File: config.mk
export PLATFORM = sky130hd
export DESIGN_NAME = vga_mode_ctrl
export DESIGN_NICKNAME = d
export VERILOG_FILES = /design/src/rtl/vga_pkg.sv /design/src/rtl/vga_scroll_ctr.sv /design/src/rtl/vga_mode_ctrl.sv
export SDC_FILE = /design/constraint.sdc
export NUM_CORES = 1
export LEC_CHECK = 0
export CAP_MARGIN = 30
export CORE_MARGIN = 8
export CORE_UTILIZATION = 48
export DETAILED_ROUTE_END_ITERATION = 7
export PLACE_DENSITY = 0.8
export SLEW_MARGIN = 15
export SYNTH_ARGS = -nofsm -noshare
export SYNTH_HDL_FRONTEND = slang
export SYNTH_SLANG_ARGS = --single-unit
File: constraint.sdc
create_clock -name clk -period 3 [get_ports clk]
set_clock_uncertainty 0.2 [all_clocks]
set_input_delay 0.45 -clock clk [delete_from_list [all_inputs] [get_ports clk]]
set_output_delay 0.45 -clock clk [all_outputs]
set_load 0.01 [all_outputs]
File: src/rtl/vga_pkg.sv
// vga_pkg: shared constants and types for the 160x160 picture pipeline on the
// 800x480 raster.
//   - Screen/picture geometry and the capture timeout.
//   - One-hot mode words driven to the picture/Sobel datapath. Key request
//     bits use the same layout, so a one-hot key value is directly a mode word.
//   - Mode sequencer FSM state enum and its state-to-mode decode.
package vga_pkg;

  localparam logic [9:0] HOR_SCREEN  = 10'd800;
  localparam logic [9:0] VERT_SCREEN = 10'd480;
  localparam logic [9:0] HOR_PIC     = 10'd160;
  localparam logic [9:0] START_X     = 10'd500;
  localparam logic [9:0] START_Y     = 10'd200;
  localparam logic [1:0] CAP_TIMEOUT = 2'd3;

  localparam logic [3:0] MODE_IDLE   = 4'b0000;
  localparam logic [3:0] MODE_COLOR  = 4'b0001;
  localparam logic [3:0] MODE_GRAY   = 4'b0010;
  localparam logic [3:0] MODE_EDGE   = 4'b0100;
  localparam logic [3:0] MODE_SCROLL = 4'b1000;

  typedef enum logic [2:0] {
    ST_IDLE,
    ST_COLOR,
    ST_GRAY,
    ST_CAPTURE,
    ST_EDGE,
    ST_SCROLL
  } state_e;

  // CAPTURE shows the gray picture while the edge RAM is being filled.
  function automatic logic [3:0] state_mode(input state_e s);
    logic [3:0] m;
    m = MODE_IDLE;
    case (s)
      ST_COLOR:   m = MODE_COLOR;
      ST_GRAY:    m = MODE_GRAY;
      ST_CAPTURE: m = MODE_GRAY;
      ST_EDGE:    m = MODE_EDGE;
      ST_SCROLL:  m = MODE_SCROLL;
      default:    m = MODE_IDLE;
    endcase
    return m;
  endfunction

endpackage

File: src/rtl/vga_scroll_ctr.sv
// vga_scroll_ctr: scroll-mode picture position.
//   clk, rstn      pixel clock, async active-low reset
//   step           one scroll step (frame end while staying in scroll mode)
//   clear          leaving scroll mode: restore origin and offset
//   pic_start_x    picture origin x (walks left from START_X down to 1)
//   scroll_offset  left-crop offset once the picture has reached x=1
module vga_scroll_ctr
  import vga_pkg::*;
(
  input  logic       clk,
  input  logic       rstn,
  input  logic       step,
  input  logic       clear,
  output logic [9:0] pic_start_x,
  output logic [9:0] scroll_offset
);

  logic [9:0] x_q, x_d;
  logic [9:0] off_q, off_d;

  // The picture first slides left to x=1, then is cropped from the left one
  // column per frame; after the last column it restarts at START_X.
  always_comb begin
    x_d   = x_q;
    off_d = off_q;
    if (clear) begin
      x_d   = START_X;
      off_d = '0;
    end else if (step) begin
      if (x_q >= 10'd2) begin
        x_d = x_q - 10'd1;
      end else if (off_q == HOR_PIC - 10'd1) begin
        x_d   = START_X;
        off_d = '0;
      end else begin
        off_d = off_q + 10'd1;
      end
    end
  end

  always_ff @(posedge clk or negedge rstn) begin
    if (!rstn) begin
      x_q   <= START_X;
      off_q <= '0;
    end else begin
      x_q   <= x_d;
      off_q <= off_d;
    end
  end

  assign pic_start_x   = x_q;
  assign scroll_offset = off_q;

endmodule

File: src/rtl/vga_mode_ctrl.sv
// vga_mode_ctrl: frame-synchronous mode sequencer.
//   clk, rstn      pixel clock, async active-low reset
//   key_req[3:0]   one-cycle key pulses: [0] color, [1] gray, [2] edge, [3] scroll
//   pix_x, pix_y   current raster position
//   cap_done       edge RAM write address wrapped (last word written)
//   mode_out       one-hot mode word to the datapath
//   pic_start_x/y  picture origin; scroll_offset  left crop in scroll mode
//   cap_busy       capture pass in progress
//   cap_err        sticky capture timeout flag
//   frame_end      registered pulse one cycle after the last active pixel
// Key presses are latched (last one wins) and applied only at frame end.
// Edge display requires a completed capture pass (edge_valid) first.
module vga_mode_ctrl
  import vga_pkg::*;
(
  input  logic       clk,
  input  logic       rstn,
  input  logic [3:0] key_req,
  input  logic [9:0] pix_x,
  input  logic [9:0] pix_y,
  input  logic       cap_done,
  output logic [3:0] mode_out,
  output logic [9:0] pic_start_x,
  output logic [9:0] pic_start_y,
  output logic [9:0] scroll_offset,
  output logic       cap_busy,
  output logic       cap_err,
  output logic       frame_end
);

  state_e     state_q, state_d;
  logic [3:0] pend_q, pend_d;
  logic [1:0] cnt_q, cnt_d;
  logic       err_q, err_d;
  logic       ev_q, ev_d;
  logic       fe_q;

  logic       fe;
  logic       key_ok;
  logic [3:0] req;
  logic       scroll_step, scroll_clear;

  assign fe     = (pix_x == HOR_SCREEN - 10'd1) && (pix_y == VERT_SCREEN - 10'd1);
  assign key_ok = (key_req != 4'd0) && ((key_req & (key_req - 4'd1)) == 4'd0);
  // A valid key on the frame-end cycle itself takes priority over the latch.
  assign req    = key_ok ? key_req : pend_q;

  always_comb begin
    state_d = state_q;
    pend_d  = pend_q;
    cnt_d   = cnt_q;
    err_d   = err_q;
    ev_d    = ev_q | cap_done;
    if (fe) begin
      pend_d = '0;
      if (req != MODE_IDLE) begin
        // Pressing the key of the mode currently on the output turns it off.
        if (req == mode_out) begin
          state_d = ST_IDLE;
        end else begin
          case (req)
            MODE_COLOR:  state_d = ST_COLOR;
            MODE_GRAY:   state_d = ST_GRAY;
            MODE_SCROLL: state_d = ST_SCROLL;
            default: begin
              if (ev_q) begin
                state_d = ST_EDGE;
              end else begin
                state_d = ST_CAPTURE;
                cnt_d   = '0;
                err_d   = 1'b0;
              end
            end
          endcase
        end
      end else if (state_q == ST_CAPTURE) begin
        if (ev_q) begin
          state_d = ST_EDGE;
        end else begin
          cnt_d = cnt_q + 2'd1;
          if (cnt_d == CAP_TIMEOUT) begin
            state_d = ST_IDLE;
            err_d   = 1'b1;
          end
        end
      end
    end else if (key_ok) begin
      pend_d = key_req;
    end
  end

  always_ff @(posedge clk or negedge rstn) begin
    if (!rstn) begin
      state_q <= ST_IDLE;
      pend_q  <= '0;
      cnt_q   <= '0;
      err_q   <= 1'b0;
      ev_q    <= 1'b0;
      fe_q    <= 1'b0;
    end else begin
      state_q <= state_d;
      pend_q  <= pend_d;
      cnt_q   <= cnt_d;
      err_q   <= err_d;
      ev_q    <= ev_d;
      fe_q    <= fe;
    end
  end

  assign scroll_step  = fe && (state_q == ST_SCROLL) && (state_d == ST_SCROLL);
  assign scroll_clear = fe && (state_q == ST_SCROLL) && (state_d != ST_SCROLL);

  vga_scroll_ctr u_scroll (
    .clk           (clk),
    .rstn          (rstn),
    .step          (scroll_step),
    .clear         (scroll_clear),
    .pic_start_x   (pic_start_x),
    .scroll_offset (scroll_offset)
  );

  assign mode_out    = state_mode(state_q);
  assign pic_start_y = START_Y;
  // Busy ends as soon as the RAM has been fully written; the switch to edge
  // display still waits for the next frame end.
  assign cap_busy    = (state_q == ST_CAPTURE) && !ev_q;
  assign cap_err     = err_q;
  assign frame_end   = fe_q;

endmodule

==> out/metrics.csv, run 1 <==
stage,metric,value,unit
sta,Final Setup Violations,4,
detailed_routing,ANT nets after route,0,
sta,unrepaired setup endpoints after global routing,true,
critical_path,critical path class,input port to flip-flop,
synthesis,ys flop type,dfrtp_1,
power_and_ir_drop,sw frac,25.8,%
layout,post-route insts no fill,434,
critical_path,FF-to-FF setup slack,0.13,ns
detailed_routing,vias per cell,5.92,
sta,PnR worst setup slack,-0.0297,ns
placed_design,Placement Setup Slack,-0.820,ns
layout,Layout area overhead,55.6,%
hold_path,Min-Delay Endpoint,cnt_q[0]$_DFFE_PN0P_,
synthesis,Mean Syn Cell Area,8.32,um2
critical_path,CP Max Fanout,5,
power_and_ir_drop,clock power share,38.7,%
grt,first-pass GRT wire length,11900,um
critical_path,Critical Path AT,3.03,ns
grt,GRT overflow,0,
critical_path,R2R cell count,9,
synthesis,count of different cell masters after synthesis,58,
critical_path,Worst Path Required,3.00,ns
job,max-cap viol count,0,
synthesis,Netlist Area Pre-Place,2300,um2
layout,nets@finish,410,
clock_tree,H-Tree Depth,2,
status,run status,"complete, but fails checks",
detailed_routing,Iteration-0 DRC Markers,179,
synthesis,yosys synthesis warning count,0,
synthesis,Mapped Cells,276,
critical_path,reg-to-reg critical path endpoint,u_scroll.scroll_offset[0]$_DFFE_PN0P_,
die,Ports,64,
clock_tree,worst-skew pair later-pin latency,0.29,ns
sta,clock period minus worst slack,3.03,ns
power_and_ir_drop,Combinational Power Share,20.2,%
detailed_routing,final WL,7660,um
clock_tree,CTS tree,done,
hold_path,HP Start,cnt_q[0]$_DFFE_PN0P_,
grt,Tot GR Track Use,20.0,%
synthesis,register area share after synthesis,35.2,%
power_and_ir_drop,internal power,0.798,mW
power_and_ir_drop,maximum VDD drop,0.211,mV
critical_path,R2R Path Start,state_q[0]$_DFF_PN0_,
clock_tree,cts bufs inserted,5,
sta,final-report hold violation count,0,
clock_tree,clock buffer depth,2,
detailed_routing,DR vias,2569,
synthesis,post-synthesis async set-or-reset flop share,100,%
die,die footprint,7260,um2
sta,hold slack,0.309,ns
placed_design,Placed Instances,407,
synthesis,Synth Register Bits,32,
die,Initial Utilization,49.3,%
sta,fmax,330,MHz
grt,initial antenna violation count,0,
critical_path,CP Launch Type,input port,
detailed_routing,Routed WL per cell,17.6,um
detailed_routing,Residual DRC,0,
clock_tree,CTS sink count,32,
clock_tree,Root Driver,clkbuf_8,
clock_tree,Clock Pin Slew Worst Setup and Hold Paths,0.07,ns
power_and_ir_drop,switching pwr,0.277,mW
status,failing checks,negative setup slack,
power_and_ir_drop,Flop pwr share,41.1,%
hold_path,Hold WC Path Type,flip-flop to flip-flop,
power_and_ir_drop,Cell Pwr Density,301,nW/um2
grt,largest net degree at the start of global routing,33,
die,number of core rows,25,
grt,vias in the first global route,2556,
sta,Final period util,101,%
detailed_routing,Pre-antenna DRT Iters,4,
layout,layout cells sized above 1,31.1,%
sta,fin. max-slew vios,0,
layout,FILL cells,308,
synthesis,"EDFF count, synth",0,
layout,# diodes,0,
die,core region area,4660,um2
placed_design,DP HPWL,5020,um
hold_path,hold path cells,1,
layout,fin util,76.7,%
critical_path,Worst setup EP type,flip-flop,
power_and_ir_drop,LEAKAGE,1.62,nW
placed_design,input/output buffers,53,
die,Die Y,85.2,um
placed_design,RePlAce Congestion,0.869,
die,Die W,85.2,um
power_and_ir_drop,total power,1.08,mW
## cell usage after synthesis, types with 2 or more instances
library cell / number / area [um2]
dfrtp_1: 26 / 651
nand2_1: 24 / 90.1
nor2_1: 23 / 86.3
a21oi_1: 21 / 105
o21ai_0: 18 / 90.1
nor3_1: 15 / 75.1
nand3_1: 12 / 60.1
buf_4: 10 / 75.1
inv_1: 10 / 37.5
clkbuf_1: 8 / 30.0
nor4_1: 7 / 43.8
and3_1: 6 / 37.5
dfstp_2: 6 / 158
buf_2: 5 / 25.0
o31ai_1: 5 / 37.5
buf_6: 4 / 45.0
ha_1: 4 / 50.1
or4_1: 4 / 30.0
xnor2_1: 4 / 35.0
a21o_1: 3 / 22.5
a221oi_1: 3 / 26.3
a31oi_1: 3 / 18.8
mux2i_1: 3 / 30.0
nand4_1: 3 / 18.8
nand4b_1: 3 / 26.3
nor3b_1: 3 / 22.5
o22ai_1: 3 / 18.8
or3_1: 3 / 18.8
a211oi_1: 2 / 15.0
a32oi_1: 2 / 17.5
conb_1: 2 / 7.51
o311ai_0: 2 / 17.5
o41a_1: 2 / 22.5
or2_1: 2 / 12.5
or2_2: 2 / 12.5
## worst max path at each step
stage                          start                                     to  slack (ns)  cells past startpoint
final                     key_req[2]    u_scroll.pic_start_x[4]$_DFFE_PN1P_       -0.03                     14
after global routing      key_req[1]  u_scroll.scroll_offset[0]$_DFFE_PN0P_       -0.13                     13
after CTS                 key_req[3]    u_scroll.pic_start_x[9]$_DFFE_PN0P_       -0.05                     10
after detailed placement  key_req[0]    u_scroll.pic_start_x[4]$_DFFE_PN1P_       -0.82                     10
after global placement    key_req[0]    u_scroll.pic_start_x[9]$_DFFE_PN0P_       -0.70                     10
after floorplan           key_req[0]    u_scroll.pic_start_x[9]$_DFFE_PN0P_       -0.10                     12
## layer usage
metal  routed length, um  GRT usage [%]  part of all wire [%]
met5                   0              0                     0
met4                 231           7.12                   3.0
met1                2860           20.9                    37
met2                4140           38.0                    54
met3                 429           4.34                   5.6
## placed cells by master (no fill, tap or decap), drive strengths merged, types with 5 or more instances in the layout
cell type and instances:
o31ai 5, nor2 23, nor4 8, and3 6, nor3 16, nand2 24, buf 66, dlygate4sd2 7
dfrtp 26, conb 10, clkbuf 6, dfstp 6, clkdlybuf4s50 37, o21ai 19, inv 10, nand3 12
a21oi 21
## what timing repair did
item / CTS / global route
buffers inserted: 15 / 4
endpoints found under the setup margin: 20 / 20
pin swaps: 25 / 17
cloned: 1 / 0
gates resized for setup: 60 / 20
hold buffers: 0 / 0
## sequential cells by signal (all words and copies together) (netlist names)
register / count
cap_err: 1
cnt_q: 2
ev_q: 1
frame_end: 1
pend_q: 4
state_q: 3
u_scroll.pic_start_x: 10
u_scroll.scroll_offset: 10
## cell families after synthesis
kind of cell	after synthesis	share of synthesized area, %
adders and majority gates	5	2.67
and+or+nand+nor	115	26.7
DFF	32	35.2
other	2	0.327
buffers and inverters	37	9.26
xor gates and xnor gates	4	1.52
AOI/OAI and AO/OA	78	23.0
muxes	3	1.31
## metrics by stage
step | TNS [ns] | area, um2
floorplan | -0.863 | 2400
global placement | -12.83 | 3120
detailed placement | -15.03 | 3120
CTS | -0.0998 | 3470
global route | -1.21 | 3570
finish | -0.0545 | 3570
## power by group through the flow
stage          clock network [mW]  registers [mW]  logic, mW
2_1_floorplan                   0           0.448      0.105
3_3_place_gp                    0           0.449      0.178
3_5_place_dp                    0           0.449      0.184
4_1_cts                     0.416           0.442      0.202
5_1_grt                     0.437           0.442      0.234
6_report                    0.416           0.442      0.217
## cell type report
type                    count  area (um2)  area share [%]
flip-flops and latches     32         808            22.6
multi-input cells         215        1530            42.7
clock inverters             2        35.0           0.980
well taps                  54        67.6            1.89
clock buffers               6        72.6            2.03
repair buffers            115        1030            28.8
inverters                  10        37.5            1.05
## critical path, stage by stage
cell	delay, ns
buf_6	0.11
buf_6	0.12
a21oi_1	0.18
nand3b_1	0.14
a22o_1	0.22
o41a_1	0.45
buf_4	0.15
buf_4	0.12
nor2_1	0.12
a21oi_2	0.07
or3_4	0.41
buf_6	0.14
o21ai_4	0.20
o311ai_2	0.15
(Power assumes the default switching activity.)
==> inputs of run 2 (changes only) <==
Settings changed: CAP_MARGIN 30 to 20, SLEW_MARGIN 15 to 20.
==> results of run 2 <==
Final layout, timing and power as in run 1 (identical DEF).
